## config.mk

```make
export PLATFORM = sky130hd
export DESIGN_NAME = nibble_serial_add_ctrl
export DESIGN_NICKNAME = d
export VERILOG_FILES = /design/src/rtl/nibble_serial_add_ctrl.sv
export SDC_FILE = /design/constraint.sdc
export NUM_CORES = 1
export LEC_CHECK = 0
export ABC_CLOCK_PERIOD_IN_PS = 9380
export CAP_MARGIN = 30
export CORE_UTILIZATION = 30
export CTS_CLUSTER_SIZE = 28
export DETAILED_ROUTE_END_ITERATION = 7
export PLACE_DENSITY = 0.6
export SLEW_MARGIN = 20
export SYNTH_ARGS = -nofsm -noshare
export SYNTH_HDL_FRONTEND = slang
export SYNTH_SLANG_ARGS = --single-unit
```

## constraint.sdc

```tcl
create_clock -name clk -period 9.38 [get_ports clk]
set_input_delay 2.814 -clock clk [delete_from_list [all_inputs] [get_ports clk]]
set_output_delay 2.814 -clock clk [all_outputs]
set_load 0.02 [all_outputs]
```

## src/rtl/nibble_serial_add_ctrl.sv

```systemverilog
// nibble_serial_add_ctrl
//   Adds two W-bit operands (W = 4*NIBBLES) over NIBBLES clock cycles. A
//   single 4-bit ripple-carry stage is reused for every pass, least
//   significant nibble first. The result is held until the consumer takes it.
//
//   Optional feature: define NIBBLE_ADD_SUB_EN to add the in_sub port. When
//   in_sub is high at accept, the result is in_a - in_b. B is inverted into the
//   stage, the initial carry is forced to 1 and in_cin is ignored. out_cout = 1
//   then means no borrow occurred.
//
// Ports
//   clk        sole clock, rising edge
//   rst_n      asynchronous active-low reset
//   in_valid   operand request valid
//   in_ready   high in IDLE: an operand set can be accepted
//   in_a/in_b  W-bit operands, sampled on accept
//   in_cin     carry-in, sampled on accept
//   in_sub     (NIBBLE_ADD_SUB_EN only) subtract select, sampled on accept
//   out_valid  high in DONE: result valid
//   out_ready  consumer takes the result
//   out_sum    registered W-bit sum
//   out_cout   registered carry-out of the most-significant nibble
//   busy       high in RUN or DONE
module nibble_serial_add_ctrl #(
    parameter int NIBBLES = 4
) (
    input  logic                   clk,
    input  logic                   rst_n,
    input  logic                   in_valid,
    output logic                   in_ready,
    input  logic [4*NIBBLES-1:0]   in_a,
    input  logic [4*NIBBLES-1:0]   in_b,
    input  logic                   in_cin,
`ifdef NIBBLE_ADD_SUB_EN
    input  logic                   in_sub,
`endif
    output logic                   out_valid,
    input  logic                   out_ready,
    output logic [4*NIBBLES-1:0]   out_sum,
    output logic                   out_cout,
    output logic                   busy
);

    localparam int W  = 4 * NIBBLES;
    localparam int CW = (NIBBLES > 1) ? $clog2(NIBBLES) : 1;

    typedef enum logic [1:0] {
        IDLE = 2'd0,
        RUN  = 2'd1,
        DONE = 2'd2
    } state_t;

    state_t          state;
    state_t          state_next;
    logic [CW-1:0]   cnt;
    logic            carry;
    logic [W-1:0]    op_a;
    logic [W-1:0]    op_b;
    logic [3:0]      a_nib;
    logic [3:0]      b_nib;
    logic [3:0]      b_eff;
    logic [3:0]      stage_sum;
    logic [4:0]      rc;
    logic            stage_cout;
    logic [W-1:0]    sum_next;
    logic            last_pass;

`ifdef NIBBLE_ADD_SUB_EN
    logic            sub_r;
`endif

    assign last_pass = (cnt == CW'(NIBBLES - 1));

    // Select the current nibble of each operand with constant part-selects.
    // NOTE: every variable written in always_comb gets a default first so no
    // path leaves it unassigned; otherwise synthesis infers a latch.
    always_comb begin
        a_nib = '0;
        b_nib = '0;
        for (int i = 0; i < NIBBLES; i++) begin
            if (cnt == CW'(i)) begin
                a_nib = op_a[4*i +: 4];
                b_nib = op_b[4*i +: 4];
            end
        end
    end

`ifdef NIBBLE_ADD_SUB_EN
    assign b_eff = sub_r ? ~b_nib : b_nib;
`else
    assign b_eff = b_nib;
`endif

    // The one shared 4-bit ripple-carry stage.
    always_comb begin
        rc[0] = carry;
        for (int i = 0; i < 4; i++) begin
            stage_sum[i] = a_nib[i] ^ b_eff[i] ^ rc[i];
            rc[i+1]      = (a_nib[i] & b_eff[i]) | (rc[i] & (a_nib[i] ^ b_eff[i]));
        end
        stage_cout = rc[4];
    end

    // Merge the fresh nibble into the running sum at position cnt.
    always_comb begin
        sum_next = out_sum;
        for (int i = 0; i < NIBBLES; i++) begin
            if (cnt == CW'(i)) begin
                sum_next[4*i +: 4] = stage_sum;
            end
        end
    end

    // NOTE: clocked state uses non-blocking assignments so every register
    // samples pre-edge values, independent of statement order.
    always_ff @(posedge clk or negedge rst_n) begin
        if (!rst_n) begin
            state <= IDLE;
        end else begin
            state <= state_next;
        end
    end

    always_comb begin
        state_next = state;
        case (state)
            IDLE:    if (in_valid)  state_next = RUN;
            RUN:     if (last_pass) state_next = DONE;
            DONE:    if (out_ready) state_next = IDLE;
            default:                state_next = IDLE;
        endcase
    end

    // NOTE: every datapath register is reset, including the operand copies.
    // An aborted operation then leaves nothing behind that could become visible.
    always_ff @(posedge clk or negedge rst_n) begin
        if (!rst_n) begin
            cnt      <= '0;
            carry    <= 1'b0;
            op_a     <= '0;
            op_b     <= '0;
            out_sum  <= '0;
            out_cout <= 1'b0;
`ifdef NIBBLE_ADD_SUB_EN
            sub_r    <= 1'b0;
`endif
        end else begin
            case (state)
                IDLE: begin
                    if (in_valid) begin
                        op_a  <= in_a;
                        op_b  <= in_b;
                        cnt   <= '0;
`ifdef NIBBLE_ADD_SUB_EN
                        sub_r <= in_sub;
                        carry <= in_sub ? 1'b1 : in_cin;
`else
                        carry <= in_cin;
`endif
                    end
                end
                RUN: begin
                    out_sum <= sum_next;
                    carry   <= stage_cout;
                    cnt     <= cnt + CW'(1);
                    if (last_pass) begin
                        out_cout <= stage_cout;
                    end
                end
                default: ;  // DONE: result held until taken
            endcase
        end
    end

    assign in_ready  = (state == IDLE);
    assign out_valid = (state == DONE);
    assign busy      = (state == RUN) || (state == DONE);

endmodule

```

==> results_dict.tcl, run 1 <==
set metrics [dict create \
    yosys.area.top_type "dfrtp_1" \
    max_freq_ghz 0.218 \
    die_w_um 94.1 \
    drc 0 \
    dp_hpwl_um 3660 \
    drt_iter0_drc 75 \
    core_area_um2 8220 \
    syn_area_um2 2540 \
    clk_latency_ps 310 \
    critPathBufInv 2 \
    drv_slew 0 \
    portBuffers 56 \
    grt_max_degree 55 \
    clkTransAtPathRegs_ps 90 \
    n_fill_cell 816 \
    cpPeakStageDelay_ps 660 \
    r2r_setup_slack_ps 5670 \
    die_area_um2 8860 \
    status "completed" \
    cts_setup_buffers 0 \
    worst_ep_arrival_time_ps 1780 \
    timing.final.crit_period_ps 4590 \
    first_global_vias 1642 \
    std_cell_rows 33 \
    nNetsFinal 300 \
    drt_pass1_iterations 4 \
    fp.dieH_um 94.1 \
    ys_warn_count 0 \
    synth_cells 199 \
    finalSetupViolations 0 \
    netlist.area_leader.share_pct 53.1 \
    crit_family "buffers and inverters" \
    endpoint_kind "output port" \
    synth_cell_type_count 24 \
    cp-endpoint "in_ready" \
    initial_utilization_pct 31.0 \
    timing.hold.ws_ps 497 \
    cts_max_path_buffers 2 \
    cts_buffers 5 \
    syn2layout_area_growth_pct 28.8 \
    overflow 0 \
    hp-class "reg -> reg" \
    worst_setup_path_start_kind "flip-flop" \
    ys_seq_area_share_pct 53.1 \
    final.setup_skew_ps 6.19 \
    rsz0062_at_grt "false" \
    tightestPinTransition_ps 742 \
    critical_path.max_fanout 7 \
    setup-tns-final_ps 0 \
    syn_nets 247 \
    vias 1659 \
    drive_gt1_share_pct 23.3 \
    crit_slowest_cell "clkdlybuf4s50_1" \
    cts_tree "yes" \
    grt_util_all_layers_pct 12.5 \
    holdBufCountCts 0 \
    crit_chain "inv_1 > ha_1 > clkdlybuf4s50_1" \
    ys_seq_elements 54 \
    syn_area_per_cell_um2 12.8 \
    worstSetupPathType "reg -> out" \
    hold_viol_final 0 \
    power_density_nw_per_um2 368 \
    rr_worst_depth 10 \
    timing.rr.start "cnt[0]" \
    n_antenna_cell 0 \
    cp.required_ps 6570 \
    routed_wl_um 5050 \
    cts_resized 0 \
    fin_crit_sh_pct 48.9 \
    htreeDepth 2 \
    synth_area_leaders "dfrtp_1 (53%), mux2_2 (21%), ha_1 (3.4%), a21oi_1 (3.1%), fa_1 (3.1%)" \
    hold_depth 1 \
    io_pins 57 \
    antenna_left 0 \
    crit_cells 3 \
    power.leakage_nw 1.42 \
    setup.worst_path.start "state[0]" \
    place.gp.congestion 0.725 \
    r2r-end "out_sum[7]" \
    vdd_drop_max_v 0.0000968 \
    clock_sinks 54 \
    relSlewSlack_pct 50.4 \
    wl_per_cell_um 14.1 \
    drv_cap 0 \
    clk_root_buffer_cell "clkbuf_8" \
    post_drt_via_cell_ratio 4.63 \
    antenna_found_initial 0 \
    grt_pass1_wl_um 8340 \
]
-- cells in the final DEF (no fill, tap or decap) --
master           count
a21oi_1             16
a22o_1               8
a2bb2oi_1            1
a32o_1               1
and3b_1              1
buf_2                1
buf_4                1
bufinv_16            1
clkbuf_8             5
clkdlybuf4s50_1     55
clkinv_2             2
dfrtp_1             54
fa_1                 4
ha_1                 7
inv_1               14
mux2_1               2
mux2_2              47
mux2i_1              2
nand2_1             14
nand2_2              1
nand2b_1             1
nor2_1               1
o21ai_0             10
o221a_2              1
o221ai_1             2
o22ai_1              1
-- how the worst min path moves through the flow --
stage / from / to / slack [ps]
2_1_floorplan: op_b[5] / op_b[5] / 460
3_3_place_gp: op_b[6] / op_b[6] / 480
3_5_place_dp: op_b[6] / op_b[6] / 480
4_1_cts: op_b[6] / op_b[6] / 510
5_1_grt: op_a[3] / op_a[3] / 530
6_report: op_b[6] / op_b[6] / 500
-- cell usage after synthesis (all sizes together) --
master and instances:
mux2i 2, nand2 15, clkbuf 2, nor2 1, o221a 1, a2bb2oi 1, inv 14, a32o 1
dfrtp 54, mux2 49, a22o 8, and3b 1, fa 4, o22ai 1, ha 7, o221ai 2
nand2b 1, o21ai 10, buf 9, a21oi 16
-- logic make-up (layout without fill, tap and decap cells) --
group | after synthesis | in the layout | synth area share, %
buffers and inverters | 25 | 79 | 4.82
AND/OR/NAND/NOR | 18 | 18 | 3.05
adder cells (fa/ha/maj) | 11 | 11 | 6.59
multiplexers | 51 | 51 | 22.5
flip-flops | 54 | 54 | 53.1
AO/OA/AOI/OAI | 40 | 40 | 9.98
-- stage by stage --
step	power, mW	instance area, um2	instances	utilization, %	setup slack (ps)
floorplan	0.851	2540	199	-	5740
global placement	1.06	3170	350	38.6	4930
detailed placement	1.07	3170	350	38.6	4890
CTS	1.22	3280	358	39.9	4760
global route	1.30	3280	358	39.9	4680
finish	1.21	3280	358	39.9	4790
-- sequential cells by signal, summed over array words and instances, names as in the netlist --
signal / flops
cnt: 2
carry: 1
out_cout: 1
op_b: 16
out_sum: 16
state: 2
op_a: 16
-- layer usage --
layer	up-vias	global-route usage, %	part of all wire, %
li1	793	-	-
met1	814	17.4	49
met2	46	18.7	44
met3	6	3.72	5.9
met4	0	3.85	1.1
met5	-	0	0
-- power breakdown --
| part | switching (mW) | internal, mW |
|---|---|---|
| Clock | 0.0730 | 0.0786 |
| Combinational | 0.313 | 0.326 |
| Sequential | 0.0642 | 0.351 |
| Total | 0.450 | 0.755 |
-- final cells by class --
cell class                 count  area [um2]  area share, %
multi-input combinational    120        1070           32.7
inverter                      14        52.6           1.60
clock buffer                   5        68.8           2.10
sequential                    54        1350           41.2
timing repair buffer          57         563           17.2
clock inverter                 3        40.0           1.22
tap                          105         131           4.01
(Power assumes the default switching activity.)
==> run 2: changes to the inputs <==
- ABC_CLOCK_PERIOD_IN_PS: 9380 -> 3700
- PLACE_DENSITY: 0.6 -> 0.62
- clock period: 9.38 -> 3.7 ns (I/O delays scaled with it)
==> results_dict.tcl, run 2 (synthesized netlist as in run 1, its figures left out) <==
set metrics [dict create \
    portBuffers 56 \
    drv_cap 0 \
    wl_per_cell_um 14.6 \
    core_area_um2 8220 \
    fin_crit_sh_pct 90.1 \
    cts_buffers 5 \
    layout_commonest_cell "clkdlybuf4s50_1" \
    clock_sinks 54 \
    place_ws_ps 371 \
    vias 1685 \
    crit_top_cell "fa_1" \
    cts_max_path_buffers 2 \
    initial_utilization_pct 31.0 \
    drv_slew 0 \
    total_power_mw 3.08 \
    drt_iter0_drc 50 \
    vdd_drop_max_v 0.000349 \
    cts_resized 0 \
    cp.required_ps 3890 \
    crit_slowest_cell "fa_1" \
    finalSetupViolations 0 \
    critical_path.max_fanout 9 \
    instances_no_fill 360 \
    grt_max_degree 33 \
    fp.dieH_um 94.1 \
    antenna_left 0 \
    clk_root_buffer_cell "clkbuf_8" \
    dp_hpwl_um 3930 \
    timing.final.crit_period_ps 3330 \
    relSlewSlack_pct 50.7 \
    status "completed" \
    drc 0 \
    cts_setup_buffers 0 \
    nNetsFinal 303 \
    post_drt_via_cell_ratio 4.68 \
    worstSetupPathType "reg -> reg" \
    grt_pass1_wl_um 8770 \
    setup-tns-final_ps 0 \
    tightestPinTransition_ps 737 \
    io_pins 57 \
    reg.largest.list "op_a x16, op_b x16, out_sum x16" \
    worst_ep_arrival_time_ps 3520 \
    cts_tree "yes" \
    cpPeakStageDelay_ps 500 \
    final_cell_mix "clkdlybuf4s50_1 (55), dfrtp_1 (54), mux2_2 (47), a21oi_1 (16)" \
    final.setup_skew_ps 8.88 \
    die_area_um2 8860 \
    die_w_um 94.1 \
    htreeDepth 2 \
    clk_latency_ps 300 \
    overflow 0 \
    n_antenna_cell 0 \
    fin_ws_ps 366 \
    power.leakage_nw 1.43 \
    hp-class "reg -> reg" \
    dp.cells 353 \
    std_cell_rows 33 \
    drive_gt1_share_pct 23.9 \
    first_global_vias 1741 \
    clkTransAtPathRegs_ps 90 \
    antenna_found_initial 0 \
    drt_pass1_iterations 4 \
    place.gp.congestion 0.762 \
    hold_viol_final 0 \
    grt_util_all_layers_pct 13.2 \
    worst_setup_path_start_kind "flip-flop" \
    power_density_nw_per_um2 933 \
    timing.hold.ws_ps 512 \
    rsz0062_at_grt "false" \
    routed_wl_um 5240 \
    crit_chain "inv_1 > ha_1 > nand2_1 > o21ai_0 > a22o_1 > fa_1 > fa_1 > fa_1 > fa_1 > mux2_2" \
    holdBufCountCts 0 \
    syn2layout_area_growth_pct 29.8 \
    endpoint_kind "flip-flop" \
    max_freq_ghz 0.300 \
]
## run 2: cell count changes in the layout (fill, tap and decap cells not counted), sizes merged
cell,before,now
buf,2,5
clkbuf,5,6
clkinv,2,0
## run 2: cell type report
type,count,area [um2]
Sequential cell,54,1350
Clock inverter,1,30.0
Inverter,14,52.6
Multi-Input combinational cell,120,1070
Clock buffer,6,82.6
Timing Repair Buffer,60,586
Tap cell,105,131
Fill cell,782,4910
## run 2: path summary, 6_finish.rpt
check | startpoint | depth (start not counted) | endpoint | slack (ps)
worst min register to register | op_a[8] | 1 | op_a[8] | 510
min in group asynchronous | rst_n | 1 | op_a[1] | 820
worst min-delay path | op_a[8] | 1 | op_a[8] | 510
worst max-delay path | cnt[0] | 10 | out_sum[11] | 370
max in group asynchronous | rst_n | 2 | op_a[15] | 2100
worst max register to register | cnt[0] | 10 | out_sum[11] | 370
## run 2: metal layers
layer / up-vias / global-route usage, % / share of wire [%]
met3: 4 / 2.35 / 4.4
met2: 45 / 21.8 / 49
met4: 0 / 3.85 / 0.76
met5: - / 0 / 0
met1: 825 / 17.5 / 45
li1: 811 / - / -
## run 2: power breakdown
| part | internal (mW) | switching [mW] |
|---|---|---|
| sequential | 0.889 | 0.172 |
| combinational | 0.832 | 0.791 |
| clock | 0.217 | 0.182 |
| total | 1.94 | 1.14 |
## run 2: worst max-delay path: cells and delay by family (launching register included)
family	cells	cell delay (ps)
AO/OA/AOI/OAI	2	310
adder cells (fa/ha/maj)	5	2000
AND/OR/NAND/NOR	1	110
multiplexers	1	290
buffers and inverters	1	80
flip-flops	1	420
## run 2: through the flow
stage,area (um2),util (%)
finish,3300,40.2
global route,3300,40.2
CTS,3300,40.2
detailed placement,3190,38.8
global placement,3190,38.8
floorplan,2540,-
